## src/rtl/sevseg_pkg.sv

```systemverilog
`default_nettype none
// ============================================================================
// Package     : sevseg_pkg
// Description : Shared constants and helpers for the multiplexed seven-segment
//               driver. Provides the hex-to-segment table and the refresh
//               tick divisor calculation.
// Revision    : 1.0 - initial release
// ============================================================================
package sevseg_pkg;

    // Active-low segment bus with every segment and the decimal point dark
    localparam logic [7:0] SEG_OFF = 8'hFF;

    // Active-high {g,f,e,d,c,b,a} pattern for one hex digit
    function automatic logic [6:0] hex_to_seg(input logic [3:0] nibble);
        logic [6:0] seg7;
        case (nibble)
            4'h0:    seg7 = 7'h3F;
            4'h1:    seg7 = 7'h06;
            4'h2:    seg7 = 7'h5B;
            4'h3:    seg7 = 7'h4F;
            4'h4:    seg7 = 7'h66;
            4'h5:    seg7 = 7'h6D;
            4'h6:    seg7 = 7'h7D;
            4'h7:    seg7 = 7'h07;
            4'h8:    seg7 = 7'h7F;
            4'h9:    seg7 = 7'h6F;
            4'hA:    seg7 = 7'h77;
            4'hB:    seg7 = 7'h7C;
            4'hC:    seg7 = 7'h39;
            4'hD:    seg7 = 7'h5E;
            4'hE:    seg7 = 7'h79;
            default: seg7 = 7'h71;
        endcase
        return seg7;
    endfunction

    // Clocks per PWM step; returns 0 when the configuration cannot be met
    // so the caller can reject it at elaboration.
    function automatic int tick_div(input int clk_hz, input int refresh_hz,
                                    input int digits, input int bright_w);
        longint den;
        if (digits < 1 || digits > 8 || bright_w < 1 || bright_w > 16 ||
            refresh_hz < 1 || clk_hz < 1) begin
            return 0;
        end
        den = longint'(refresh_hz) * longint'(digits) * (longint'(1) << bright_w);
        return int'(longint'(clk_hz) / den);
    endfunction

endpackage : sevseg_pkg
`default_nettype wire

```

## src/rtl/sevseg_mux_n_if.sv

```systemverilog
`default_nettype none
// ============================================================================
// Interface   : sevseg_mux_n_if
// Description : Register-side load port and board-side anode/segment pins of
//               the multiplexed seven-segment driver.
// Revision    : 1.0 - initial release
// ============================================================================
interface sevseg_mux_n_if #(
    parameter int DIGITS   = 4,
    parameter int BRIGHT_W = 4
);
    logic                  load;
    logic [4*DIGITS-1:0]   value;
    logic [DIGITS-1:0]     dp;
    logic [DIGITS-1:0]     blank;
    logic [BRIGHT_W-1:0]   brightness;
    logic [DIGITS-1:0]     an;
    logic [7:0]            seg;
    logic                  frame_start;

    modport master (
        output load, value, dp, blank, brightness,
        input  an, seg, frame_start
    );

    modport slave (
        input  load, value, dp, blank, brightness,
        output an, seg, frame_start
    );
endinterface : sevseg_mux_n_if
`default_nettype wire

```

## src/rtl/sevseg_decode.sv

```systemverilog
`default_nettype none
// ============================================================================
// Module      : sevseg_decode
// Description : Combinational 4-bit hex to active-high 7-segment decoder.
// Revision    : 1.0 - initial release
// ============================================================================
module sevseg_decode
    import sevseg_pkg::*;
(
    input  logic [3:0] i_nibble,
    output logic [6:0] o_seg
);
    assign o_seg = hex_to_seg(i_nibble);
endmodule : sevseg_decode
`default_nettype wire

```

## src/rtl/sevseg_mux_n.sv

```systemverilog
`default_nettype none
// ============================================================================
// Module      : sevseg_mux_n
// Description : N-digit multiplexed seven-segment driver with PWM brightness,
//               per-digit blanking and frame-aligned double-buffered loads.
//               Optional build macro SEVSEG_LEADING_ZERO_BLANK_EN suppresses
//               the segments of leading zero digits.
// Revision    : 1.0 - initial release
// ============================================================================
module sevseg_mux_n
    import sevseg_pkg::*;
#(
    parameter int CLK_HZ     = 100_000_000,
    parameter int REFRESH_HZ = 1000,
    parameter int DIGITS     = 4,
    parameter int BRIGHT_W   = 4
) (
    input  logic           clk,
    input  logic           rst,
    sevseg_mux_n_if.slave  bus
);

    localparam int c_TICK_DIV = tick_div(CLK_HZ, REFRESH_HZ, DIGITS, BRIGHT_W);
    localparam int c_PRE_W    = (c_TICK_DIV > 1) ? $clog2(c_TICK_DIV) : 1;
    localparam int c_DIG_W    = (DIGITS > 1) ? $clog2(DIGITS) : 1;

    localparam logic [c_PRE_W-1:0]  c_PRE_LAST = c_PRE_W'(c_TICK_DIV - 1);
    localparam logic [c_DIG_W-1:0]  c_DIG_LAST = c_DIG_W'(DIGITS - 1);
    localparam logic [BRIGHT_W-1:0] c_PWM_LAST = '1;

    generate
        if (c_TICK_DIV < 1) begin : g_bad_tick_div
            $error("sevseg_mux_n: clock too slow for REFRESH_HZ*DIGITS*2^BRIGHT_W");
        end
    endgenerate

    // ------------------------------------------------------------------
    // Timebase: prescaler -> PWM step -> digit slot
    // ------------------------------------------------------------------
    logic [c_PRE_W-1:0]  r_presc;
    logic [BRIGHT_W-1:0] r_pwm;
    logic [c_DIG_W-1:0]  r_digit;
    logic                w_tick;
    logic                w_pwm_wrap;
    logic                w_frame_wrap;

    assign w_tick       = (r_presc == c_PRE_LAST);
    assign w_pwm_wrap   = w_tick && (r_pwm == c_PWM_LAST);
    assign w_frame_wrap = w_pwm_wrap && (r_digit == c_DIG_LAST);

    always_ff @(posedge clk) begin
        if (rst) begin
            r_presc <= '0;
            r_pwm   <= '0;
            r_digit <= '0;
        end else begin
            r_presc <= w_tick ? '0 : r_presc + c_PRE_W'(1);
            if (w_tick) begin
                r_pwm <= r_pwm + BRIGHT_W'(1);
            end
            // Explicit wrap so non-power-of-two digit counts work
            if (w_pwm_wrap) begin
                r_digit <= (r_digit == c_DIG_LAST) ? '0 : r_digit + c_DIG_W'(1);
            end
        end
    end

    // ------------------------------------------------------------------
    // Staging and display registers
    // ------------------------------------------------------------------
    logic [4*DIGITS-1:0] r_stage_value;
    logic [DIGITS-1:0]   r_stage_dp;
    logic [DIGITS-1:0]   r_stage_blank;
    logic                r_pending;
    logic [4*DIGITS-1:0] r_value_q;
    logic [DIGITS-1:0]   r_dp_q;
    logic [DIGITS-1:0]   r_blank_q;
    logic                r_frame_start;

    logic                w_commit;
    logic [4*DIGITS-1:0] w_commit_value;
    logic [DIGITS-1:0]   w_commit_dp;
    logic [DIGITS-1:0]   w_commit_blank;

    // A load on the wrap cycle bypasses staging so it still lands this frame
    assign w_commit       = w_frame_wrap && (bus.load || r_pending);
    assign w_commit_value = bus.load ? bus.value : r_stage_value;
    assign w_commit_dp    = bus.load ? bus.dp    : r_stage_dp;
    assign w_commit_blank = bus.load ? bus.blank : r_stage_blank;

    always_ff @(posedge clk) begin
        if (rst) begin
            r_stage_value <= '0;
            r_stage_dp    <= '0;
            r_stage_blank <= '0;
            r_pending     <= 1'b0;
            r_value_q     <= '0;
            r_dp_q        <= '0;
            r_blank_q     <= '0;
            r_frame_start <= 1'b0;
        end else begin
            if (bus.load) begin
                r_stage_value <= bus.value;
                r_stage_dp    <= bus.dp;
                r_stage_blank <= bus.blank;
            end
            if (w_frame_wrap) begin
                r_pending <= 1'b0;
            end else if (bus.load) begin
                r_pending <= 1'b1;
            end
            if (w_commit) begin
                r_value_q <= w_commit_value;
                r_dp_q    <= w_commit_dp;
                r_blank_q <= w_commit_blank;
            end
            r_frame_start <= w_frame_wrap;
        end
    end

    // ------------------------------------------------------------------
    // Leading-zero suppression mask
    // ------------------------------------------------------------------
    logic [DIGITS-1:0] w_lz_mask;

`ifdef SEVSEG_LEADING_ZERO_BLANK_EN
    logic [DIGITS-1:0] r_lz_mask;
    logic [DIGITS-1:0] w_lz_next;
    logic              w_seen_nz;

    // Scan from the most significant digit; digit 0 is never suppressed
    always_comb begin
        w_lz_next = '0;
        w_seen_nz = 1'b0;
        for (int d = DIGITS - 1; d > 0; d--) begin
            w_seen_nz    = w_seen_nz | (w_commit_value[4*d +: 4] != 4'h0);
            w_lz_next[d] = ~w_seen_nz;
        end
    end

    always_ff @(posedge clk) begin
        if (rst) begin
            r_lz_mask <= '0;
        end else if (w_commit) begin
            r_lz_mask <= w_lz_next;
        end
    end

    assign w_lz_mask = r_lz_mask;
`else
    assign w_lz_mask = '0;
`endif

    // ------------------------------------------------------------------
    // Active digit selection and output registers
    // ------------------------------------------------------------------
    logic [3:0]        w_nibble;
    logic              w_dp_sel;
    logic              w_blank_sel;
    logic              w_lz_sel;
    logic [6:0]        w_seg7;
    logic              w_pwm_on;
    logic [DIGITS-1:0] w_an_next;
    logic [7:0]        w_seg_next;
    logic [DIGITS-1:0] r_an;
    logic [7:0]        r_seg;

    always_comb begin
        w_nibble    = 4'h0;
        w_dp_sel    = 1'b0;
        w_blank_sel = 1'b0;
        w_lz_sel    = 1'b0;
        for (int d = 0; d < DIGITS; d++) begin
            if (r_digit == c_DIG_W'(d)) begin
                w_nibble    = r_value_q[4*d +: 4];
                w_dp_sel    = r_dp_q[d];
                w_blank_sel = r_blank_q[d];
                w_lz_sel    = w_lz_mask[d];
            end
        end
    end

    sevseg_decode u_decode (
        .i_nibble (w_nibble),
        .o_seg    (w_seg7)
    );

    // Brightness is used live so duty changes take effect immediately
    assign w_pwm_on = (r_pwm < bus.brightness);

    always_comb begin
        w_an_next = '1;
        for (int d = 0; d < DIGITS; d++) begin
            if ((r_digit == c_DIG_W'(d)) && w_pwm_on && !w_blank_sel) begin
                w_an_next[d] = 1'b0;
            end
        end
    end

    // Suppressed leading zeros keep the anode driven so a set dp stays visible
    assign w_seg_next = ~{w_dp_sel, (w_lz_sel ? 7'h00 : w_seg7)};

    always_ff @(posedge clk) begin
        if (rst) begin
            r_an  <= '1;
            r_seg <= SEG_OFF;
        end else begin
            r_an  <= w_an_next;
            r_seg <= w_seg_next;
        end
    end

    assign bus.an          = r_an;
    assign bus.seg         = r_seg;
    assign bus.frame_start = r_frame_start;

endmodule : sevseg_mux_n
`default_nettype wire

```

## src/flat_wrapper.sv

```systemverilog
// flat-port wrapper written by rule: the top's interface ports become plain ports
module sevseg_mux_n_flat import sevseg_pkg::*;
#(
    parameter int CLK_HZ     = 100_000_000,
    parameter int REFRESH_HZ = 1000,
    parameter int DIGITS     = 4,
    parameter int BRIGHT_W   = 4
)
  (clk, rst, bus_load, bus_value, bus_dp, bus_blank, bus_brightness, bus_an, bus_seg, bus_frame_start);
  sevseg_mux_n_if #(.DIGITS(DIGITS), .BRIGHT_W(BRIGHT_W)) bus_i ();
  input  logic clk;
  input  logic rst;
  input wire logic [$bits(bus_i.load)-1:0] bus_load;
  input wire logic [$bits(bus_i.value)-1:0] bus_value;
  input wire logic [$bits(bus_i.dp)-1:0] bus_dp;
  input wire logic [$bits(bus_i.blank)-1:0] bus_blank;
  input wire logic [$bits(bus_i.brightness)-1:0] bus_brightness;
  output wire logic [$bits(bus_i.an)-1:0] bus_an;
  output wire logic [$bits(bus_i.seg)-1:0] bus_seg;
  output wire logic [$bits(bus_i.frame_start)-1:0] bus_frame_start;
  assign bus_i.load = bus_load;
  assign bus_i.value = bus_value;
  assign bus_i.dp = bus_dp;
  assign bus_i.blank = bus_blank;
  assign bus_i.brightness = bus_brightness;
  assign bus_an = bus_i.an;
  assign bus_seg = bus_i.seg;
  assign bus_frame_start = bus_i.frame_start;
  sevseg_mux_n #(.CLK_HZ(CLK_HZ), .REFRESH_HZ(REFRESH_HZ), .DIGITS(DIGITS), .BRIGHT_W(BRIGHT_W)) u_core (.clk(clk), .rst(rst), .bus(bus_i));
endmodule
```

## config.mk

```make
export PLATFORM = sky130hd
export DESIGN_NAME = sevseg_mux_n_flat
export DESIGN_NICKNAME = d
export VERILOG_FILES = /design/src/rtl/sevseg_pkg.sv /design/src/rtl/sevseg_mux_n_if.sv /design/src/rtl/sevseg_decode.sv /design/src/rtl/sevseg_mux_n.sv /design/src/flat_wrapper.sv
export SDC_FILE = /design/constraint.sdc
export NUM_CORES = 1
export LEC_CHECK = 0
export ABC_AREA = 1
export CORE_ASPECT_RATIO = 1.2
export CORE_MARGIN = 1.5
export CORE_UTILIZATION = 29
export CTS_CLUSTER_DIAMETER = 100
export DETAILED_ROUTE_END_ITERATION = 7
export MAX_ROUTING_LAYER = met4
export PLACE_DENSITY = 0.45
export SLEW_MARGIN = 0
export SYNTH_ARGS = -nofsm -noshare
export SYNTH_HDL_FRONTEND = slang
export SYNTH_SLANG_ARGS = --single-unit
export TNS_END_PERCENT = 5
```

## constraint.sdc

```tcl
create_clock -name clk -period 2.5 [get_ports clk]
set_input_delay 0.5 -clock clk [delete_from_list [all_inputs] [get_ports clk]]
set_output_delay 0.5 -clock clk [all_outputs]
set_load 0.02 [all_outputs]
```

==> qor.yml <==
power:
  p_per_area_mw_per_mm2: 640.8
  power.clock.fraction_pct: 48.6
  cellInternalPower_w: 0.002350
  power_switching_w: 0.0005983
  leakagePower_nw: 1.897
  share_seq_of_total_power_pct: 44.4
  p_comb_share_pct: 7.0
  power.share.switching_pct: 20.29
  irDropWorstVdd_uv: 293.9
placement:
  hpwl_mm: 5.962
  io_buffers: 43
  detailed_place.area_mm2: 0.004269
  place.gp.congestion: 0.7696
  pre_cts_ws_ns: 0.3012
cts:
  worst_setup_hold_path_clk_slew_ns: 0.06
  cts_max_level: 3
  cts_hold_buffers: 0
  cts.sink_count: 79
  clockRootBuffer: "sky130_fd_sc_hd__clkbuf_16"
  cts-root-to-sink-buffers: 2
  postCtsSetupBuffers: 0
  numCtsBuffers: 9
  tritoncts_clock_tree: "built"
  ctsResizeCount: 0
  clk-insertion-delay-late_ns: 0.34
worst_setup_path:
  worstReg2RegStart: "u_core.r_digit[1]"
  cp_max_fo: 12
  critPathKind: "reg -> reg"
  required_ns: 2.77
  start_kind: "register"
  cp-end-kind: "register"
  worstPathArrival_ns: 2.40
  critical_path.startpoint: "u_core.r_digit[1]"
route:
  average_wire_per_cell_in_the_routed_design_um: 11.74
  route.antenna.remaining_nets: 0
  drt_pre_antenna_iters: 4
  drc_markers: 0
  detail_route.vias_per_cell: 4.473
  wl_mm: 8.159
  drt_iter0_drc: 160
  detailroute.via_count: 3109
global_routing:
  grt_start_max_net_pins: 29
  grt_first_pass_wirelength_mm: 13.90
  global_route.overflow_total: 0
  antenna_found_initial: 0
  grtUsageTotal_pct: 13.39
  grt_pass1_vias: 2987
logic_synthesis:
  synth_warnings: 0
  share_of_the_synthesized_area_in_the_top_cell_type_pct: 42.80
  avgSynthCellArea_um2: 7.556
  number_of_distinct_standard_cells_referenced_by_the_synthesized_netlist: 32
  synth_top_cell_by_area: "sky130_fd_sc_hd__dfxtp_1"
  post_synth_inst_count: 489
  synth.yosys.seq_area_share_pct: 42.80
  syn_nets: 536
  synth_area_mm2: 0.003695
  ys_seq_elements: 79
  synth.area.top_cells: "sky130_fd_sc_hd__dfxtp_1 (43%), sky130_fd_sc_hd__nand2_1 (9.8%), sky130_fd_sc_hd__a21oi_1 (5.7%)"
min_path:
  hp-start: "u_core.r_value_q[15]"
  timing.hold.worst.class: "reg -> reg"
sta:
  unrepaired_setup_endpoints_after_global_routing: "no"
  finalCriticalPeriod_ns: 2.127
  finalSetupTns_ns: 0
  timing.final.setup_violations: 0
  fmax_ghz: 0.4701
  timing.clock.skew_ns: 0.005689
  fin_crit_sh_pct: 85.10
  worst_tran_pin_value_ns: 0.5350
  finalHoldViolCount: 0
  timing_max_transition_violations_final: 0
  slew_hr_pct: 63.95
  final_critical_path_setup_slack_ns: 0.3726
finish:
  layout.cells.most_common_list: "sky130_fd_sc_hd__nand2_1 (96), sky130_fd_sc_hd__dfxtp_1 (79), sky130_fd_sc_hd__inv_1 (49), sky130_fd_sc_hd__nor2_1 (45)"
  area_growth_pct: 24.52
  final_layout_size_suffix_gt1_share_pct: 9.793
  final_nets: 574
  finalCoreUtilization_pct: 36.64
  layout_commonest_cell: "sky130_fd_sc_hd__nand2_1"
  final_area_mm2: 0.004601
  inserted_diodes: 0
die:
  dieWidth_um: 106.0
  rows: 45
  die_area_mm2: 0.01343
  ioPinCount: 44
  fp.dieH_um: 126.6
  floorplan.initialDensity_pct: 29.43
  core_area_mm2: 0.01256
status:
  status: "finished clean"
job:
  maxCapViolations: 0
[power by group through the flow]
| stage | combinational (W) | sequential (W) | clock (W) |
|---|---|---|---|
| 4_1_cts | 0.000213 | 0.00131 | 0.00148 |
| 3_5_place_dp | 0.000212 | 0.00134 | 0 |
| 5_1_grt | 0.000237 | 0.00131 | 0.00153 |
| 6_report | 0.000207 | 0.00131 | 0.00143 |
| 3_3_place_gp | 0.000209 | 0.00134 | 0 |
| 2_1_floorplan | 0.000116 | 0.00134 | 0 |
[final cells by class]
cell class	instances	area (um^2)
Multi-Input combinational cell	326	1768
Sequential cell	79	1582
Clock inverter	3	65.06
Tap cell	164	205.2
Timing Repair Buffer	52	493.0
Clock buffer	12	266.5
Fill cell	1318	7955
Inverter	59	221.5
[synthesized netlist by cell type]
| master | instances |
|---|---|
| sky130_fd_sc_hd__a211oi_1 | 1 |
| sky130_fd_sc_hd__a21boi_0 | 1 |
| sky130_fd_sc_hd__a21oi_1 | 42 |
| sky130_fd_sc_hd__a31oi_1 | 2 |
| sky130_fd_sc_hd__buf_1 | 2 |
| sky130_fd_sc_hd__buf_2 | 6 |
| sky130_fd_sc_hd__buf_6 | 3 |
| sky130_fd_sc_hd__clkbuf_1 | 14 |
| sky130_fd_sc_hd__dfxtp_1 | 79 |
| sky130_fd_sc_hd__ha_1 | 16 |
| sky130_fd_sc_hd__inv_1 | 49 |
| sky130_fd_sc_hd__inv_2 | 10 |
| sky130_fd_sc_hd__nand2_1 | 96 |
| sky130_fd_sc_hd__nand2_2 | 1 |
| sky130_fd_sc_hd__nand3_1 | 18 |
| sky130_fd_sc_hd__nand3_4 | 1 |
| sky130_fd_sc_hd__nand4_1 | 25 |
| sky130_fd_sc_hd__nor2_1 | 45 |
| sky130_fd_sc_hd__nor2_2 | 3 |
| sky130_fd_sc_hd__nor2_4 | 1 |
| sky130_fd_sc_hd__nor3_1 | 4 |
| sky130_fd_sc_hd__nor3b_1 | 2 |
| sky130_fd_sc_hd__o211ai_1 | 5 |
| sky130_fd_sc_hd__o21a_1 | 24 |
| sky130_fd_sc_hd__o21ai_0 | 5 |
| sky130_fd_sc_hd__o21ai_1 | 1 |
| sky130_fd_sc_hd__o31ai_1 | 1 |
| sky130_fd_sc_hd__or2_0 | 15 |
| sky130_fd_sc_hd__or2_1 | 2 |
| sky130_fd_sc_hd__or2_2 | 11 |
| sky130_fd_sc_hd__xnor2_1 | 1 |
| sky130_fd_sc_hd__xor2_1 | 3 |
[cell families after synthesis]
family | share of synthesized area (%)
AND/OR/NAND/NOR | 28.14
buffers and inverters | 9.347
AO/OA/AOI/OAI | 13.34
flip-flops | 42.80
adder cells (fa/ha/maj) | 5.418
XOR/XNOR | 0.9484
[worst max-delay path, stage by stage (launching register included)]
cell and delay, ns:
sky130_fd_sc_hd__dfxtp_1 0.38, sky130_fd_sc_hd__ha_1 0.44, sky130_fd_sc_hd__inv_2 0.15, sky130_fd_sc_hd__o21ai_0 0.47
sky130_fd_sc_hd__ha_1 0.35, sky130_fd_sc_hd__o21ai_1 0.13, sky130_fd_sc_hd__nand2_1 0.06, sky130_fd_sc_hd__nand3_1 0.07
[sequential cells by signal (all words and copies together), names as in the netlist]
signal and count:
u_core.r_dp_q 4, u_core.r_stage_dp 4, u_core.bus.seg 8, u_core.r_blank_q 4
u_core.r_pending 1, u_core.bus.an 4, u_core.bus.frame_start 1, u_core.r_stage_value 16
u_core.r_stage_blank 4, u_core.r_presc 11, u_core.r_digit 2, u_core.r_value_q 16
u_core.r_pwm 4
[path summary, 6_finish.rpt]
path	end	slack, ns	cells past startpoint
min	u_core.r_value_q[15]	0.46	2
max reg2reg	u_core.bus.seg[3]	0.37	7
max	u_core.bus.seg[3]	0.37	7
min reg2reg	u_core.r_value_q[15]	0.46	2
[metrics by stage]
| stage | power [W] | hold WS (ns) | instances |
|---|---|---|---|
| floorplan | 0.001459 | 0.4337 | 489 |
| global placement | 0.001546 | 0.4479 | 680 |
| detailed placement | 0.001550 | 0.4565 | 680 |
| CTS | 0.003002 | 0.4682 | 695 |
| global route | 0.003080 | 0.4808 | 695 |
| finish | 0.002948 | 0.4637 | 695 |
[routing by layer]
metal  track usage [%]  share of wire, %  vias to the layer above
li1                  -                 -                     1666
met1             15.91                48                     1389
met2             22.00                47                       46
met3             2.826               3.3                        8
met4             5.485               1.6                        0
met5                 -                 0                        -
(Power assumes the default switching activity.)
